## src/rtl/fb_pkg.sv

```systemverilog
// fb_pkg
// Shared definitions for the ping-pong framebuffer writer: frame geometry,
// datapath widths, event counter width and the writer FSM state type.
package fb_pkg;

  // 320x240 framebuffer, addressed linearly
  localparam int unsigned FB_PIXELS = 76800;
  localparam int unsigned FB_ADDR_W = 17;
  localparam int unsigned PIX_W     = 7;
  localparam int unsigned CNT_W     = 8;

  typedef enum logic [1:0] {
    IDLE      = 2'd0,
    WRITE     = 2'd1,
    WAIT_SWAP = 2'd2,
    SKIP      = 2'd3
  } fb_state_t;

endpackage

```

## src/rtl/sat_counter.sv

```systemverilog
// sat_counter
// Event counter that increments by one per enabled cycle and sticks at its
// all-ones maximum instead of wrapping.
// Ports:
//   i_clk   - clock
//   i_rst_n - synchronous active-low reset, clears the count
//   i_inc   - increment enable
//   o_count - current count
module sat_counter #(
  parameter int unsigned W = 8
) (
  input  logic         i_clk,
  input  logic         i_rst_n,
  input  logic         i_inc,
  output logic [W-1:0] o_count
);

  logic [W-1:0] r_count;

  always_ff @(posedge i_clk) begin
    if (!i_rst_n) begin
      r_count <= '0;
    end else if (i_inc && (r_count != '1)) begin
      r_count <= r_count + 1'b1;
    end
  end

  assign o_count = r_count;

endmodule

```

## src/rtl/fb_pingpong_writer.sv

```systemverilog
// fb_pingpong_writer
// Writes rotated pixels into one bank of a double-buffered framebuffer while
// the display side reads the other bank. A bank swap happens only after a full
// frame has been written and the display side has released its bank; frames
// that cannot be written because no bank is free are dropped and counted.
// Ports:
//   clk_in, rst_in            - clock, synchronous active-low reset
//   pixel_in, pixel_addr_in   - pixel and framebuffer address from rotate stage
//   data_valid_in             - pixel/address qualifier
//   frame_start_in            - pulse at the first pixel time of a frame
//   read_done_in              - pulse: display side has finished with its bank
//   wr_en_out, wr_bank_out,
//   wr_addr_out, wr_data_out  - BRAM write port (one cycle behind the input)
//   rd_bank_out               - bank owned by the display side
//   frame_ready_out           - one-cycle pulse when the banks swap
//   dropped_frames_out,
//   short_frames_out,
//   oob_pixels_out            - saturating event counters
// FRAME_PIXELS sets the number of accepted writes that complete a frame; it
// defaults to the full framebuffer size.
module fb_pingpong_writer
  import fb_pkg::*;
#(
  parameter int unsigned FRAME_PIXELS = FB_PIXELS
) (
  input  logic                 clk_in,
  input  logic                 rst_in,
  input  logic [PIX_W-1:0]     pixel_in,
  input  logic [FB_ADDR_W-1:0] pixel_addr_in,
  input  logic                 data_valid_in,
  input  logic                 frame_start_in,
  input  logic                 read_done_in,
  output logic                 wr_en_out,
  output logic                 wr_bank_out,
  output logic [FB_ADDR_W-1:0] wr_addr_out,
  output logic [PIX_W-1:0]     wr_data_out,
  output logic                 rd_bank_out,
  output logic                 frame_ready_out,
  output logic [CNT_W-1:0]     dropped_frames_out,
  output logic [CNT_W-1:0]     short_frames_out,
  output logic [CNT_W-1:0]     oob_pixels_out
);

  localparam logic [FB_ADDR_W-1:0] LP_ADDR_LIMIT = FB_ADDR_W'(FB_PIXELS);
  localparam logic [FB_ADDR_W-1:0] LP_LAST_IDX   = FB_ADDR_W'(FRAME_PIXELS - 1);

  fb_state_t            r_state;
  logic                 r_wrBank;
  logic                 r_rdBank;
  logic                 r_readerFree;
  logic [FB_ADDR_W-1:0] r_count;
  logic                 r_swap;
  logic                 r_wrEn;
  logic [FB_ADDR_W-1:0] r_wrAddr;
  logic [PIX_W-1:0]     r_wrData;
  logic                 r_wrBankOut;
  logic                 r_rdBankOut;
  logic                 r_frameReady;

  logic w_accept;
  logic w_oob;
  logic w_last;
  logic w_canSwap;
  logic w_dropInc;
  logic w_shortInc;
  logic w_oobInc;

  // Pixel classification and counter events for the current cycle. A frame
  // start that coincides with completion only counts as a drop when no swap
  // was possible; otherwise it simply begins the next frame.
  always_comb begin
    w_accept   = 1'b0;
    w_oob      = 1'b0;
    w_last     = 1'b0;
    w_canSwap  = r_readerFree | read_done_in;
    w_dropInc  = 1'b0;
    w_shortInc = 1'b0;
    w_oobInc   = 1'b0;
    if (r_state == WRITE) begin
      w_accept = data_valid_in && (pixel_addr_in < LP_ADDR_LIMIT);
      w_oob    = data_valid_in && (pixel_addr_in >= LP_ADDR_LIMIT);
    end
    w_last   = w_accept && (r_count == LP_LAST_IDX);
    w_oobInc = w_oob;
    unique case (r_state)
      WRITE: begin
        w_shortInc = frame_start_in && !w_last;
        w_dropInc  = frame_start_in && w_last && !w_canSwap;
      end
      WAIT_SWAP: w_dropInc = frame_start_in && !read_done_in;
      SKIP:      w_dropInc = frame_start_in;
      default:   ;
    endcase
  end

  // Writer FSM. The bank indicators and the swap pulse leave through the same
  // output register stage as the write port, so the last write of a frame is
  // still shown against the old bank and the two bank outputs change together
  // in the cycle frame_ready_out pulses; they can never be equal.
  always_ff @(posedge clk_in) begin
    if (!rst_in) begin
      r_state      <= IDLE;
      r_wrBank     <= 1'b0;
      r_rdBank     <= 1'b1;
      r_readerFree <= 1'b1;
      r_count      <= '0;
      r_swap       <= 1'b0;
      r_wrEn       <= 1'b0;
      r_wrAddr     <= '0;
      r_wrData     <= '0;
      r_wrBankOut  <= 1'b0;
      r_rdBankOut  <= 1'b1;
      r_frameReady <= 1'b0;
    end else begin
      r_swap       <= 1'b0;
      r_wrEn       <= w_accept;
      r_wrBankOut  <= r_wrBank;
      r_rdBankOut  <= r_rdBank;
      r_frameReady <= r_swap;
      if (w_accept) begin
        r_wrAddr <= pixel_addr_in;
        r_wrData <= pixel_in;
      end
      // Any later swap in this cycle overrides this, which is how a
      // read_done_in arriving in the swap cycle gets ignored.
      if (read_done_in) begin
        r_readerFree <= 1'b1;
      end

      unique case (r_state)
        IDLE: begin
          if (frame_start_in) begin
            r_state <= WRITE;
            r_count <= '0;
          end
        end
        WRITE: begin
          if (w_last) begin
            if (w_canSwap) begin
              r_rdBank     <= r_wrBank;
              r_wrBank     <= ~r_wrBank;
              r_readerFree <= 1'b0;
              r_swap       <= 1'b1;
              r_count      <= '0;
              r_state      <= frame_start_in ? WRITE : IDLE;
            end else begin
              r_state <= frame_start_in ? SKIP : WAIT_SWAP;
            end
          end else if (frame_start_in) begin
            r_count <= '0;
          end else if (w_accept) begin
            r_count <= r_count + 1'b1;
          end
        end
        WAIT_SWAP: begin
          if (read_done_in) begin
            r_rdBank     <= r_wrBank;
            r_wrBank     <= ~r_wrBank;
            r_readerFree <= 1'b0;
            r_swap       <= 1'b1;
            r_count      <= '0;
            r_state      <= frame_start_in ? WRITE : IDLE;
          end else if (frame_start_in) begin
            r_state <= SKIP;
          end
        end
        SKIP: begin
          if (read_done_in) begin
            r_rdBank     <= r_wrBank;
            r_wrBank     <= ~r_wrBank;
            r_readerFree <= 1'b0;
            r_swap       <= 1'b1;
            r_state      <= IDLE;
          end
        end
        default: r_state <= IDLE;
      endcase
    end
  end

  sat_counter #(.W(CNT_W)) u_dropCnt (
    .i_clk   (clk_in),
    .i_rst_n (rst_in),
    .i_inc   (w_dropInc),
    .o_count (dropped_frames_out)
  );

  sat_counter #(.W(CNT_W)) u_shortCnt (
    .i_clk   (clk_in),
    .i_rst_n (rst_in),
    .i_inc   (w_shortInc),
    .o_count (short_frames_out)
  );

  sat_counter #(.W(CNT_W)) u_oobCnt (
    .i_clk   (clk_in),
    .i_rst_n (rst_in),
    .i_inc   (w_oobInc),
    .o_count (oob_pixels_out)
  );

  assign wr_en_out       = r_wrEn;
  assign wr_bank_out     = r_wrBankOut;
  assign wr_addr_out     = r_wrAddr;
  assign wr_data_out     = r_wrData;
  assign rd_bank_out     = r_rdBankOut;
  assign frame_ready_out = r_frameReady;

endmodule

```

## config.mk

```make
export PLATFORM = sky130hd
export DESIGN_NAME = fb_pingpong_writer
export DESIGN_NICKNAME = d
export VERILOG_FILES = /design/src/rtl/fb_pkg.sv /design/src/rtl/sat_counter.sv /design/src/rtl/fb_pingpong_writer.sv
export SDC_FILE = /design/constraint.sdc
export NUM_CORES = 1
export LEC_CHECK = 0
export ABC_CLOCK_PERIOD_IN_PS = 1900
export BUFFER_PORTS_ARGS = -buffer_cell sky130_fd_sc_hd__buf_2
export CAP_MARGIN = 20
export CORE_MARGIN = 1.5
export CORE_UTILIZATION = 48
export DETAILED_ROUTE_END_ITERATION = 16
export HOLD_SLACK_MARGIN = 0.06
export PLACE_DENSITY_LB_ADDON = 0.05
export SLEW_MARGIN = 25
export SYNTH_ARGS = -nofsm -noshare
export SYNTH_HDL_FRONTEND = slang
export SYNTH_SLANG_ARGS = --single-unit
```

## constraint.sdc

```tcl
create_clock -name clk_in -period 1.9 [get_ports clk_in]
set_input_delay 0.095 -clock clk_in [delete_from_list [all_inputs] [get_ports clk_in]]
set_output_delay 0.095 -clock clk_in [all_outputs]
set_load 0.005 [all_outputs]
```

==> reports/qor.yml, run 1 <==
hold_viol: 0
seq_power_share: 0.486
port_buffers: 80
clkSlewWorstSetupHoldPaths_ns: 0.07
grt.busiest_layer: "met2"
finalMaxSlewViolations: 0
cp.arrival_ns: 2.21
grt_pass1_vias: 3026
gr-usage-met2: 0.3813
grt_max_degree: 29
route.detailed.drc: 0
ys_seq_elements: 75
synth.distinct_cells: 54
cp.required_ns: 2.19
clk-insertion-delay-late_ns: 0.36
ys_warn_count: 0
die_area_um2: 7532
reg2reg_depth: 5
cts_tree: "done"
utilization: 0.7308
finalCriticalPeriod_ns: 1.923
area_growth_pct: 47.34
die_height_um: 86.79
gp_congestion: 0.9051
fin_total_pwr_mw: 3.296
yosys.area.top_type: "dfxtp_1"
violations: "setup timing"
setup_viol: 1
drt_iter0_drc: 86
cts_buffer_depth: 2
synth_common_cells: "75 x dfxtp_1, 73 x nand2_1, 45 x a21oi_1, 44 x nor2_1, 21 x nand3_1"
path_cells: "nand3b_4, a211o_1, or4b_4, or4b_1, o21ai_1"
syn-num-nets: 447
root_buffer: "clkbuf_8"
use_met1: 0.2904
post-route-period-util: 1.012
syn_area_um2: 3369
cts_num_sinks: 75
combPwrFrac: 0.089
p_int_mw: 2.546
syn_inst: 414
critical-path-max-stage-delay_ns: 0.55
crit_family: "simple AND/OR/NAND/NOR gates"
worstPathMaxFanout: 4
netlist.area_leader.share: 0.4456
tightest_slew_ns: 0.5682
drive_gt1_frac: 0.3449
viasPerCell: 5.165
finClkSkew_ns: 0.008267
ir_drop_uv: 614.5
register_area_um2: 1515
multi_input_area_um2: 1942
status: "finished with violations"
fmax_mhz: 520.0
row_count: 30
worst_setup_path_end_kind: "flip-flop"
worstHoldPathCells: 4
max_cap_violations: 0
grt.total_usage: 0.2301
yosysMostFrequentCell: "dfxtp_1"
grt_pass1_wl_mm: 13.63
max_slew_margin: 0.6211
start_kind: "flip-flop"
worst_slack_ns: -0.02296
synth_enable_flop_cells: 0
rsz0062_at_grt: "yes"
p_sw_frac: 0.2277
ant_nets: 0
num_antenna_cells: 0
numCtsBuffers: 9
wl_per_cell_um: 12.90
min-delay-path-class: "in2reg"
antenna_found_initial: 0
synth-main-ff-cell: "dfxtp_1"
p_per_area_nw_per_um2: 663.9
fillers: 525
syn_avg_cell_area_um2: 8.139
p_leak_nw: 2.032
yosys-top-cells-area: "dfxtp_1 45%, nand2_1 8.1%, a21oi_1 6.7%, nor2_1 4.9%, nand3_1 3.1%"
die_w_um: 86.79
final_nets: 605
num_vias: 3476
grtUsageMet3: 0.06095
synth-seq-area-share: 0.4456
gr-total-overflow: 0
pwr-share-clk: 0.425
slowest_stage: "or4b_4"
wl_mm: 8.683
io_pins: 81
power_switching_uw: 750.3
worst-path-stages: 5
start_util: 0.4959
core_area_um2: 6794
async_reset_ff_frac: 0
hpwl_mm: 5.897
drtPass1Iterations: 4
fin_tns_setup_ns: -0.02296
cp_num_buf_inv: 0
h-tree-depth: 3
critPathKind: "reg2reg"
state kept, by name (all words and copies together) (netlist names):
register            cells
u_oobCnt.o_count        8
r_count                17
u_dropCnt.o_count       8
frame_ready_out         1
wr_en_out               1
rd_bank_out             1
wr_bank_out             1
r_wrBank                1
wr_addr_out            17
u_shortCnt.o_count      8
wr_data_out             7
r_state                 2
r_swap                  1
r_readerFree            1
r_rdBank                1
logic make-up (layout without fill, tap and decap cells):
family / after synthesis / after routing / share of synthesized area
and+or+nand+nor: 200 / 200 / 0.2893
AOI/OAI and AO/OA: 91 / 91 / 0.1656
DFF: 75 / 75 / 0.4456
buffers and inverters: 23 / 186 / 0.02859
xor gates and xnor gates: 17 / 17 / 0.04419
adders and majority gates: 4 / 4 / 0.01485
muxes: 4 / 4 / 0.01188
stage by stage:
step	hold WS [ns]	cell area (um^2)	std cells	worst slack (ns)
after floorplan	0.2310	3406	414	-0.08143
after global placement	0.3353	4279	628	-0.1015
after detailed placement	0.3405	4279	628	-0.1525
after CTS	0.1156	4813	668	-0.03360
after global routing	0.1559	4965	673	-0.1211
final	0.1545	4965	673	-0.02296
placed cells by master (no fill, tap or decap), types with 3 or more instances in the layout:
master,instances
nor2_1,41
nand4_1,9
and2_1,5
xnor2_1,12
and3_1,4
nor3_1,8
ha_1,3
nor3_4,3
o21ai_1,7
nand2b_1,3
dfxtp_1,68
nor2_2,3
or3_1,4
nand2_1,72
o21ai_0,13
buf_6,7
a21oi_2,3
buf_2,80
buf_4,56
xor2_1,5
mux2i_1,4
clkbuf_8,11
a21oi_1,42
nand3_1,20
a31oi_1,4
dfxtp_2,5
dlygate4sd3_1,24
worst reg2reg max path: cells and delay by family (launching register included):
family | cells | cell delay [ns]
simple gates | 3 | 1.18
compound gates | 2 | 0.35
flops | 1 | 0.33
final timing paths:
kind,from,end,slack (ns)
max,r_state[1],r_count[15],-0.02
min,rst_in,r_count[14],0.15
max reg2reg,r_state[1],r_count[15],-0.02
min reg2reg,r_swap,frame_ready_out,0.45
power by group through the flow:
stage / combinational [mW] / sequential (mW) / clock [mW]
finish: 0.294 / 1.60 / 1.40
CTS: 0.280 / 1.60 / 1.44
floorplan: 0.118 / 1.64 / 0
global placement: 0.236 / 1.64 / 0
detailed placement: 0.239 / 1.64 / 0
global route: 0.320 / 1.60 / 1.49
repair_timing:
item,4_1_cts,5_1_grt
endpoints found under the hold margin,25,0
gates resized for setup,11,29
setup buffers,0,5
hold buffers,24,0
pin swaps,6,19
endpoints found under the setup margin,27,33
final cells by class:
| cell class | count | area share |
|---|---|---|
| Multi-Input combinational cell | 316 | 0.3911 |
| Sequential cell | 75 | 0.3052 |
| Timing Repair Buffer | 167 | 0.2296 |
| Clock buffer | 11 | 0.03049 |
| Tap cell | 96 | 0.02419 |
| Clock inverter | 5 | 0.01714 |
| Inverter | 3 | 0.002268 |
routing by layer:
layer	up-vias	part of all wire
met4	0	0.021
met2	98	0.50
li1	1779	-
met3	19	0.044
met5	-	0
met1	1580	0.44
(Power assumes the default switching activity.)
==> inputs of run 2 (changes only) <==
Settings changed: MAX_ROUTING_LAYER set to met4.
==> reports/qor.yml, run 2 (synthesis gave the netlist of run 1 again) <==
max_cap_violations: 0  # unchanged
start_util: 0.4959  # unchanged
final_area_um2: 4992  # +0.55%
violations: "setup timing"
p_sw_frac: 0.2243  # -0.003401
worstPathMaxFanout: 3  # -1
final_common_cell: "buf_2"
rsz0062_at_grt: "yes"
num_antenna_cells: 0  # unchanged
route.detailed.drc: 0  # unchanged
fillers: 546  # +4.0%
final_nets: 606  # +0.17%
max_slew_margin: 0.6370  # +0.01588
die_w_um: 86.79  # unchanged
path_cells: "nand4_1, buf_4, nor3b_4, or4b_4, or4b_1, o21ai_1"
wl_met1_mm: 3.928  # +3.3%
gp_congestion: 0.9158  # +1.2%
cts_buffer_depth: 2  # unchanged
grt_pass1_wl_mm: 14.54  # +6.7%
critical-path-max-stage-delay_ns: 0.50  # -0.05 ns
final_cell_mix: "80 x buf_2, 72 x nand2_1, 67 x dfxtp_1, 55 x buf_4, 42 x nor2_1"
seq_power_share: 0.491  # +0.005
cp.arrival_ns: 2.28  # +0.07 ns
grt_pass1_vias: 3293  # +8.8%
p_per_area_nw_per_um2: 653.3  # -1.6%
min-delay-path-class: "in2reg"
dr_wl_met3_um: 363  # -4.0%
h-tree-depth: 3  # unchanged
slowest_stage: "or4b_4"
power_switching_uw: 731.4  # -2.5%
wl_per_cell_um: 13.24  # +2.6%
hold_viol: 0  # unchanged
row_count: 30  # unchanged
p_int_mw: 2.530  # -0.61%
grt_max_degree: 29  # unchanged
start_kind: "flip-flop"
clkSlewWorstSetupHoldPaths_ns: 0.07  # about the same
drive_gt1_frac: 0.3466  # +0.001733
status: "finished with violations"
clk-insertion-delay-late_ns: 0.35  # about the same
die_height_um: 86.79  # unchanged
numCtsBuffers: 9  # unchanged
worst_slack_ns: -0.1057  # -0.08273 ns
gr-total-overflow: 0  # unchanged
fmax_mhz: 498.6  # -4.1%
drtPass1Iterations: 4  # unchanged
fin_total_pwr_mw: 3.261  # -1.0%
num_vias: 3487  # +0.32%
viasPerCell: 5.181  # +0.32%
finalMaxSlewViolations: 0  # unchanged
io_pins: 81  # unchanged
pwr-share-clk: 0.421  # -0.004
die_area_um2: 7532  # unchanged
worstHoldPathCells: 3  # -1
port_buffers: 80  # unchanged
tightest_slew_ns: 0.5444  # -0.02382 ns
hpwl_mm: 5.822  # -1.3%
post-route-period-util: 1.056  # +0.04354
cp.required_ns: 2.17  # -0.02 ns
critPathKind: "reg2reg"
wl_mm: 8.908  # +2.6%
root_buffer: "clkbuf_8"
worst_setup_path_end_kind: "flip-flop"
cts_tree: "done"
grt.total_usage: 0.2488  # +0.01862
finClkSkew_ns: 0.01008  # +0.001816 ns
combPwrFrac: 0.087  # -0.002
ir_drop_uv: 486.1  # -21%
top_layer: "met4"
ant_nets: 0  # unchanged
cts_num_sinks: 75  # unchanged
reg2reg_depth: 6  # +1
place_area_um2: 4264  # -0.35%
core_area_um2: 6794  # unchanged
wl_met2_mm: 4.514  # +4.4%
area_growth_pct: 48.16
p_leak_nw: 2.071  # +1.9%
setup_viol: 19  # +18
antenna_found_initial: 0  # unchanged
drt_iter0_drc: 155  # +80%
finalCriticalPeriod_ns: 2.006  # +0.08273 ns
## run 2: path summary, 6_finish.rpt
| check | slack, ns | start | end |
|---|---|---|---|
| worst max-delay path | -0.11 | r_count[6] | r_count[15] |
| worst min-delay path | 0.12 | frame_start_in | r_state[0] |
| worst max register to register | -0.11 | r_count[6] | r_count[15] |
| worst min register to register | 0.44 | r_swap | frame_ready_out |
## run 2: metrics by stage
stage                     cells  utilization   TNS, ns  hold slack [ns]  setup slack [ns]
final                       673       0.7348   -0.8169           0.1186           -0.1057
after global routing        673       0.7348    -3.225           0.1522           -0.1792
after CTS                   666       0.7074  -0.03019           0.1036          -0.02776
after detailed placement    626       0.6276    -1.377           0.3417           -0.1359
after global placement      626       0.6276   -0.6855           0.3352          -0.06548
after floorplan             414            -  -0.08143           0.2310          -0.08143
## run 2: timing repair
action | in CTS | in global routing
endpoints found under the setup margin | 30 | 30
hold buffers | 24 | 0
gates resized for setup | 18 | 30
buffers inserted | 0 | 7
pin swaps | 6 | 20
endpoints found under the hold margin | 25 | 0
cloned | 1 | 0
## run 2: cell type report
class | instances | area [um^2] | area share
tap | 96 | 120.1 | 0.02406
inverter | 3 | 11.26 | 0.002256
multi-input combinational | 316 | 1964 | 0.3935
sequential | 75 | 1516 | 0.3038
timing repair buffer | 168 | 1155 | 0.2313
clock buffer | 11 | 151.4 | 0.03033
clock inverter | 4 | 73.82 | 0.01479
## run 2: power by group through the flow
stage / combinational [mW] / clock, mW / sequential [mW]
after floorplan: 0.118 / 0 / 1.64
after global placement: 0.235 / 0 / 1.64
after detailed placement: 0.237 / 0 / 1.64
after CTS: 0.277 / 1.42 / 1.60
after global routing: 0.314 / 1.47 / 1.61
final: 0.285 / 1.37 / 1.60
## run 2: routing by layer
metal | GRT usage | vias to the layer above
li1 | - | 1772
met1 | 0.2999 | 1624
met2 | 0.4193 | 82
met3 | 0.05238 | 9
met4 | 0.07038 | 0
met5 | - | -
## run 2: worst max-delay path, delay by kind of cell (launching register included)
kind | cells | cell delay [ns]
AO/OA/AOI/OAI | 1 | 0.09
flip-flops | 1 | 0.33
buffers and inverters | 1 | 0.19
AND/OR/NAND/NOR | 4 | 1.33
==> inputs of run 3 (changes only) <==
Settings changed: BUFFER_PORTS_ARGS -buffer_cell sky130_fd_sc_hd__buf_2 to not set, CORE_UTILIZATION 48 to 55, DONT_BUFFER_PORTS set to 1.
==> reports/qor.yml, run 3 (synthesis gave the netlist of run 1 again) <==
drtPass1Iterations: 5  # +1
multi_input_area_um2: 2016  # +2.6%
dr_wl_met3_um: 626  # +72%
post-route-period-util: 1.046  # -0.009939
regToRegEndpoint: "u_shortCnt.o_count[0]"
final_nets: 528  # -13%
gr-total-overflow: 0  # unchanged
min-delay-path-class: "in2reg"
clk-insertion-delay-late_ns: 0.36  # about the same
wl_met1_mm: 3.695  # -5.9%
crit_start: "r_count[0]"
die_w_um: 81.27  # -6.4%
postCtsHoldBufs: 34  # +42%
die_height_um: 81.27  # -6.4%
gp_congestion: 0.8418  # -8.1%
port_buffers: 0  # -100%
cts_num_sinks: 75  # unchanged
worstPathMaxFanout: 5  # +2
start_kind: "flip-flop"
finalNonFillerCells: 575  # -15%
worstReg2RegStart: "r_count[0]"
setup_viol: 18  # -1
reg2reg_depth: 9  # +3
area_growth_pct: 37.69
cp.required_ns: 2.13  # -0.04 ns
p_per_area_nw_per_um2: 670.6  # +2.7%
antenna_found_initial: 0  # unchanged
root_buffer: "clkbuf_8"
max_cap_violations: 0  # unchanged
clkSlewWorstSetupHoldPaths_ns: 0.08  # about the same
p_int_mw: 2.377  # -6.1%
r2r_setup_slack_ns: -0.09  # +0.02 ns
finalCriticalPeriod_ns: 1.987  # -0.01888 ns
final_common_cell: "nand2_1"
finClkSkew_ns: 0.01579  # +0.005705 ns
combPwrFrac: 0.075  # -0.012
viasPerCell: 5.842  # +13%
placed_cells: 516  # -18%
timing.hold.ws_ns: -0.1767  # -0.2953 ns
ant_nets: 0  # unchanged
row_count: 28  # -6.7%
wl_per_cell_um: 15.74  # +19%
worst_setup_path_end_kind: "flip-flop"
grt_max_degree: 30  # +3.4%
cp.arrival_ns: 2.21  # -0.07 ns
h-tree-depth: 3  # unchanged
num_antenna_cells: 0  # unchanged
hold_viol: 17  # +17
final_cell_mix: "72 x nand2_1, 66 x dfxtp_1, 48 x buf_4, 39 x a21oi_1, 36 x nor2_1"
num_vias: 3359  # -3.7%
die_area_um2: 6605  # -12%
grt_pass1_wl_mm: 13.12  # -9.7%
status: "finished with violations"
power_switching_uw: 734.3  # +0.40%
rsz0062_at_grt: "yes"
seq_power_share: 0.517  # +0.026
worstHoldPathCells: 1  # -2
grt.total_usage: 0.2657  # +0.01697
hpwl_mm: 5.411  # -7.1%
max_slew_margin: 0.6243  # -0.01277
fillers: 388  # -29%
cts_tree: "done"
core_area_um2: 5921  # -13%
critPathKind: "reg2reg"
fmax_mhz: 503.3  # +0.95%
io_pins: 81  # unchanged
wl_met2_mm: 4.585  # +1.6%
ir_drop_uv: 554.6  # +14%
pwr-share-clk: 0.408  # -0.013
grt_pass1_vias: 3049  # -7.4%
top_layer: "met4"
numCtsBuffers: 9  # unchanged
p_sw_frac: 0.2360  # +0.01177
dpl_worst_slack_ns: -0.1295  # +0.006401 ns
cts_buffer_depth: 2  # unchanged
finalMaxSlewViolations: 0  # unchanged
min_from: "rst_in"
min_to: "r_rdBank"
violations: "hold timing, setup timing"
start_util: 0.5691  # +0.07316
route.detailed.drc: 0  # unchanged
drive_gt1_frac: 0.2500  # -0.09662
wl_mm: 9.051  # +1.6%
register_area_um2: 1518  # about the same
drt_iter0_drc: 170  # +9.7%
p_leak_nw: 1.651  # -20%
worst_slack_ns: -0.08681  # +0.01888 ns
tightest_slew_ns: 0.5602  # +0.01577 ns
[run 3: per-stage QoR]
step	TNS [ns]	hold slack, ns	utilization	area (um^2)	total power, mW
2_1_floorplan	-0.08143	0.2310	-	3406	1.760
5_1_grt	-3.069	-0.1905	0.7836	4639	3.219
6_report	-0.5508	-0.1767	0.7836	4639	3.111
3_3_place_gp	-0.6251	0.1651	0.6367	3770	1.807
4_1_cts	-0.05581	-0.1957	0.7464	4419	3.121
3_5_place_dp	-1.230	0.1718	0.6367	3770	1.811
[run 3: worst max-delay path: stages, from the launching register on]
cell and delay [ns]:
dfxtp_4 0.39, ha_4 0.16, nand3_4 0.07, or3_4 0.40
buf_6 0.14, nor3_4 0.21, buf_6 0.16, nor3_1 0.08
xnor2_1 0.18, nor2_1 0.05
[run 3: power by group through the flow]
stage	Clock (mW)	Combinational, mW	Sequential (mW)
2_1_floorplan	0	0.118	1.64
3_3_place_gp	0	0.161	1.65
3_5_place_dp	0	0.163	1.65
4_1_cts	1.30	0.213	1.61
5_1_grt	1.35	0.252	1.61
6_report	1.27	0.233	1.61
[run 3: timing repair]
| item | CTS | global route |
|---|---|---|
| buffers inserted | 1 | 7 |
| pin swaps | 6 | 21 |
| cloned | 1 | 0 |
| endpoints found under the hold margin | 49 | 17 |
| setup endpoints to repair | 29 | 31 |
| resized for setup | 17 | 49 |
[run 3: worst max path at each step]
stage / endpoint / slack [ns] / cells past startpoint
finish: u_shortCnt.o_count[0] / -0.09 / 9
global route: u_dropCnt.o_count[5] / -0.17 / 8
CTS: r_count[15] / -0.04 / 5
detailed placement: u_dropCnt.o_count[6] / -0.13 / 7
global placement: u_dropCnt.o_count[6] / -0.06 / 7
floorplan: r_count[15] / -0.08 / 8
[run 3: metal layers]
| layer | vias up | track usage |
|---|---|---|
| met5 | - | - |
| met4 | 0 | 0.1172 |
| met3 | 17 | 0.07416 |
| met2 | 127 | 0.4347 |
| met1 | 1593 | 0.3020 |
| li1 | 1622 | - |
[run 3: area by class of cell]
type	count	area share
well taps	75	0.02023
repair buffers	90	0.1704
inverters	3	0.002427
clock inverters	5	0.01268
multi-input cells	316	0.4345
flip-flops and latches	75	0.3271
clock buffers	11	0.03263
